===== src/rtl/alu_mul_seq.sv =====
// alu_mul_seq: iterative shift-and-add multiplier that borrows the shared
// combinational ALU (one add per cycle) and returns the low XLEN bits of
// op_a*op_b. The loop stops early once the remaining multiplier bits are zero.
module alu_mul_seq #(
    parameter int XLEN     = 32,
    parameter int MAX_ITER = 32
) (
    input  logic            clk,
    input  logic            rst,
    input  logic            start,
    input  logic [XLEN-1:0] op_a,
    input  logic [XLEN-1:0] op_b,
    input  logic            flush,
    output logic            busy,
    output logic            done,
    output logic [XLEN-1:0] result,
    output logic [3:0]      alu_func,
    output logic [XLEN-1:0] alu_src1,
    output logic [XLEN-1:0] alu_src2,
    input  logic [XLEN-1:0] alu_ans
);

    typedef enum logic [1:0] {
        S_IDLE = 2'b00,
        S_RUN  = 2'b01,
        S_DONE = 2'b10
    } state_t;

    localparam logic [3:0] ALU_ADD = 4'b0000;
    localparam logic [5:0] CNT_MAX = 6'(MAX_ITER);

    state_t          state_q, state_d;
    logic [XLEN-1:0] acc_q, acc_d;
    logic [XLEN-1:0] mcand_q, mcand_d;
    logic [XLEN-1:0] mplier_q, mplier_d;
    logic [5:0]      cnt_q, cnt_d;
    logic [XLEN-1:0] result_q, result_d;

    // Addend for the current iteration: multiplicand when the multiplier LSB is set.
    logic [XLEN-1:0] addend_s;
    // Multiplier after this iteration's shift; zero means no more partial products.
    logic [XLEN-1:0] mplier_shr_s;
    logic [5:0]      cnt_inc_s;

    // Iteration datapath helpers shared by the ALU drive and the next-state logic.
    always_comb begin
        addend_s     = mplier_q[0] ? mcand_q : {XLEN{1'b0}};
        mplier_shr_s = mplier_q >> 1;
        cnt_inc_s    = cnt_q + 6'd1;
    end

    // State and datapath register update; synchronous reset wins over everything.
    always_ff @(posedge clk) begin
        if (rst) begin
            state_q  <= S_IDLE;
            acc_q    <= {XLEN{1'b0}};
            mcand_q  <= {XLEN{1'b0}};
            mplier_q <= {XLEN{1'b0}};
            cnt_q    <= 6'd0;
            result_q <= {XLEN{1'b0}};
        end else begin
            state_q  <= state_d;
            acc_q    <= acc_d;
            mcand_q  <= mcand_d;
            mplier_q <= mplier_d;
            cnt_q    <= cnt_d;
            result_q <= result_d;
        end
    end

    // Next-state logic: accept in IDLE, one add per RUN cycle, flush aborts.
    always_comb begin
        state_d  = state_q;
        acc_d    = acc_q;
        mcand_d  = mcand_q;
        mplier_d = mplier_q;
        cnt_d    = cnt_q;
        result_d = result_q;

        case (state_q)
            S_IDLE: begin
                if (start) begin
                    mcand_d  = op_a;
                    mplier_d = op_b;
                    acc_d    = {XLEN{1'b0}};
                    cnt_d    = 6'd0;
                    if (op_b == {XLEN{1'b0}}) begin
                        // Zero multiplier: skip the loop, product is zero.
                        state_d  = S_DONE;
                        result_d = {XLEN{1'b0}};
                    end else begin
                        state_d  = S_RUN;
                    end
                end else begin
                    state_d = S_IDLE;
                end
            end
            S_RUN: begin
                acc_d    = alu_ans;
                mcand_d  = mcand_q << 1;
                mplier_d = mplier_shr_s;
                cnt_d    = cnt_inc_s;
                if ((mplier_shr_s == {XLEN{1'b0}}) || (cnt_inc_s == CNT_MAX)) begin
                    state_d  = S_DONE;
                    result_d = alu_ans;
                end else begin
                    state_d  = S_RUN;
                end
            end
            S_DONE: begin
                state_d = S_IDLE;
            end
            default: begin
                state_d = S_IDLE;
            end
        endcase

        // Pipeline kill: drop back to IDLE, keep result and working registers.
        if (flush) begin
            state_d  = S_IDLE;
            acc_d    = acc_q;
            mcand_d  = mcand_q;
            mplier_d = mplier_q;
            cnt_d    = cnt_q;
            result_d = result_q;
        end else begin
            state_d  = state_d;
        end
    end

    // ALU drive: add acc + addend while running, idle values otherwise.
    always_comb begin
        alu_func = ALU_ADD;
        alu_src1 = {XLEN{1'b0}};
        alu_src2 = {XLEN{1'b0}};
        if (state_q == S_RUN) begin
            alu_func = ALU_ADD;
            alu_src1 = acc_q;
            alu_src2 = addend_s;
        end else begin
            alu_func = ALU_ADD;
        end
    end

    // Status outputs decoded straight from the state register.
    always_comb begin
        busy   = (state_q != S_IDLE);
        done   = (state_q == S_DONE);
        result = result_q;
    end

endmodule


===== config.mk =====
export PLATFORM = sky130hd
export DESIGN_NAME = alu_mul_seq
export DESIGN_NICKNAME = d
export VERILOG_FILES = /design/src/rtl/alu_mul_seq.sv
export SDC_FILE = /design/constraint.sdc
export NUM_CORES = 1
export LEC_CHECK = 0
export BUFFER_PORTS_ARGS = -buffer_cell sky130_fd_sc_hd__buf_2
export CELL_PAD_IN_SITES_DETAIL_PLACEMENT = 1
export CELL_PAD_IN_SITES_GLOBAL_PLACEMENT = 2
export CORE_ASPECT_RATIO = 0.9
export CORE_MARGIN = 5
export CORE_UTILIZATION = 31
export DETAILED_ROUTE_END_ITERATION = 10
export PLACE_DENSITY_LB_ADDON = 0.12
export SYNTH_ARGS = -nofsm -noshare
export SYNTH_HDL_FRONTEND = slang
export SYNTH_SLANG_ARGS = --single-unit

===== constraint.sdc =====
create_clock -name clk -period 4.98 [get_ports clk]
set_input_delay 0.747 -clock clk [delete_from_list [all_inputs] [get_ports clk]]
set_output_delay 0.747 -clock clk [all_outputs]
set_load 0.02 [all_outputs]

==> flow_metrics.py <==
metrics = {
    "run_status": {
        "status": "finished clean",
    },
    "detailed_routing": {
        "wl_met2_mm": 9.48,
        "viasPerCell": 5.09,
        "dr.pass1.iters": 4,
        "routedLengthMet1_mm": 9.59,
        "vias": 6007,
        "drtAntennaViolNets": 0,
        "wl_per_cell_um": 17.4,
        "met3_length_mm": 1.15,
        "route.detailed.drc": 0,
        "top_layer_used": "met4",
        "wl_mm": 20.5,
        "drt_iter0_markers": 216,
    },
    "finish": {
        "n_fill_cell": 2423,
        "ff_latch_area_sq_um": 2720,
        "nets": 1013,
        "fin_area_sq_um": 8020,
        "drive_gt1_share_pct": 31.8,
        "area_delta_synth_final_pct": 25.3,
        "antenna_cells": 0,
        "multi_input_area_sq_um": 3320,
    },
    "cts": {
        "cts.clk_slew.worst_paths_ps": 50,
        "htreeDepth": 4,
        "clock_path_buffers": 2,
        "post_cts_resized": 0,
        "post-cts-setup-buffer-count": 0,
        "root_buffer": "clkbuf_16",
        "cts_sinks": 136,
        "numCtsBuffers": 17,
        "clkLatencyLatePin_ps": 430,
        "cts_hold_buf": 0,
        "cts_tree": "yes",
    },
    "logic_synthesis": {
        "synth_ff_type": "dfxtp_1",
        "yosysWarnings": 0,
        "synth_top_area_share_pct": 42.5,
        "yosysTopAreaCell": "dfxtp_1",
        "synthTopCellsByArea": "dfxtp_1, nand2_1, a311oi_1",
        "synth_seq_cells": 136,
        "post_synth_num_cell_types": 42,
        "ys_seq_area_share_pct": 42.5,
        "syn_area_sq_um": 6400,
        "syn_avg_cell_area_sq_um": 8.41,
        "synth_most_common_cell": "nand2_1",
        "synth_edf_count": 0,
        "synth_cells": 761,
        "async_reset_ff_share_pct": 0,
        "ys_top_cells_by_count": "nand2_1, dfxtp_1, nor2_1",
    },
    "critical_path": {
        "critical_path_depth": 4,
        "arrival_ps": 2600,
        "worst_r2r_path_depth": 4,
        "crit_required_ps": 4230,
        "slowest_stage": "nor2b_4",
        "critical_path_buf_inv_count": 2,
        "start_kind": "register",
        "worstSetupEndpointType": "output pin",
        "path_max_fanout": 77,
        "critPathKind": "reg2out",
        "crit_family": "simple AND/OR/NAND/NOR gates",
        "cp_cell_sequence": "nor2b_4 > buf_12 > and2_1 > buf_2",
        "critPathMaxStageDelay_ps": 830,
    },
    "timing": {
        "max_freq_mhz": 299,
        "min_period_ps": 3350,
        "fin_ws_ps": 1630,
        "fin_skew_ps": 13.1,
        "timing.hold.ws_ps": 451,
        "slew_violations": 0,
        "fin_tns_setup_ps": 0,
        "setup_violations": 0,
        "final.period_utilization_pct": 67.3,
        "rsz0062_at_grt": "false",
        "worst_pin_slew_ps": 1150,
        "hold_violations": 0,
        "maxSlewHeadroom_pct": 23.0,
    },
    "die": {
        "core_sq_um": 20200,
        "die_h_um": 146,
        "rows": 49,
        "die-area_sq_um": 23600,
        "initial_utilization_pct": 31.7,
        "fp.dieW_um": 162,
        "io_pins": 202,
    },
    "min_path": {
        "holdPathStages": 2,
        "hold_path.class": "reg2reg",
    },
    "grt": {
        "grt_max_degree": 86,
        "antenna_found_initial": 0,
        "track_usage_pct": 17.1,
        "gr-total-overflow": 0,
        "grt_pass1_wl_mm": 32.9,
        "grt_pass1_vias": 6259,
    },
    "power": {
        "power_mw": 2.71,
        "leakagePower_nw": 3.43,
        "power_density_nw_per_um2": 337,
        "peakVddDrop_uv": 196,
    },
    "placed_design": {
        "dpl_worst_slack_ps": 1610,
        "placed_area_sq_um": 7420,
        "detailedPlacementHpwl_mm": 14.1,
        "place_congestion": 0.782,
        "portBuffers": 197,
    },
    "job": {
        "drv_cap": 0,
    },
}
==> sequential cells by signal, summed over array words and instances (netlist names) <==
register  cells
result       32
state_q       2
mplier_q     32
cnt_q         6
acc_q        32
mcand_q      32
==> path summary, 6_finish.rpt <==
| kind | to | startpoint | slack [ps] |
|---|---|---|---|
| hold reg to reg | acc_q[25] | acc_q[25] | 450 |
| setup reg to reg | result[0] | state_q[1] | 2160 |
| setup / recovery | alu_src1[10] | state_q[0] | 1630 |
| hold / removal | acc_q[25] | acc_q[25] | 450 |
==> cell usage in the layout, fill, tap and decap left out, types with 2 or more instances in the layout <==
cell,synthesis,layout
a311oi_1,64,64
nor4_1,12,12
o2bb2ai_2,30,30
buf_2,9,196
a21oi_1,38,38
o2bb2ai_1,2,2
nand2b_1,18,18
nand2_1,163,163
bufinv_16,0,2
and2_1,32,32
clkbuf_16,0,17
clkinv_2,0,2
clkinv_4,0,4
nand3_1,38,38
nor4_2,4,4
nor3_1,2,2
buf_4,5,7
nand4_1,4,4
clkbuf_8,2,3
nor2_1,73,73
conb_1,1,4
inv_6,0,3
and3_1,33,33
or2b_2,16,16
dfxtp_1,136,136
==> cell families after synthesis <==
group	count (synthesis)	synth area share, %
multiplexers	1	0.156
AO/OA/AOI/OAI	143	20.1
flip-flops	136	42.5
other	1	0.0586
adder cells (fa/ha/maj)	1	0.195
AND/OR/NAND/NOR	404	30.9
buffers and inverters	75	6.06
==> worst min-delay path, stage by stage (launching register included) <==
cell	delay, ps
dfxtp_1	310
nand2_1	50
a21oi_1	50
==> routing by layer <==
layer / GRT usage [%] / vias up
met3: 4.11 / 22
met5: 0 / -
met2: 27.8 / 153
li1: - / 2979
met4: 5.54 / 0
met1: 22.4 / 2853
==> report_power, final <==
group / switching [mW] / total (mW) / internal (mW) / leakage, nW
logic: 0.156 / 0.245 / 0.0890 / 2.02
clock network: 0.507 / 1.29 / 0.783 / 0.297
registers: 0.0392 / 1.17 / 1.13 / 1.11
total: 0.702 / 2.71 / 2.00 / 3.43
==> area by class of cell <==
| class | instances | area share (%) |
|---|---|---|
| timing repair buffer | 204 | 13.1 |
| clock inverter | 12 | 1.73 |
| sequential | 136 | 33.9 |
| clock buffer | 20 | 5.82 |
| tap | 255 | 3.98 |
| multi-input combinational | 553 | 41.4 |
==> through the flow <==
step,utilization [%],cells
floorplan,-,764
global placement,36.8,1148
detailed placement,36.8,1148
CTS,39.8,1180
global route,39.8,1180
finish,39.8,1180
(Power assumes the default switching activity.)
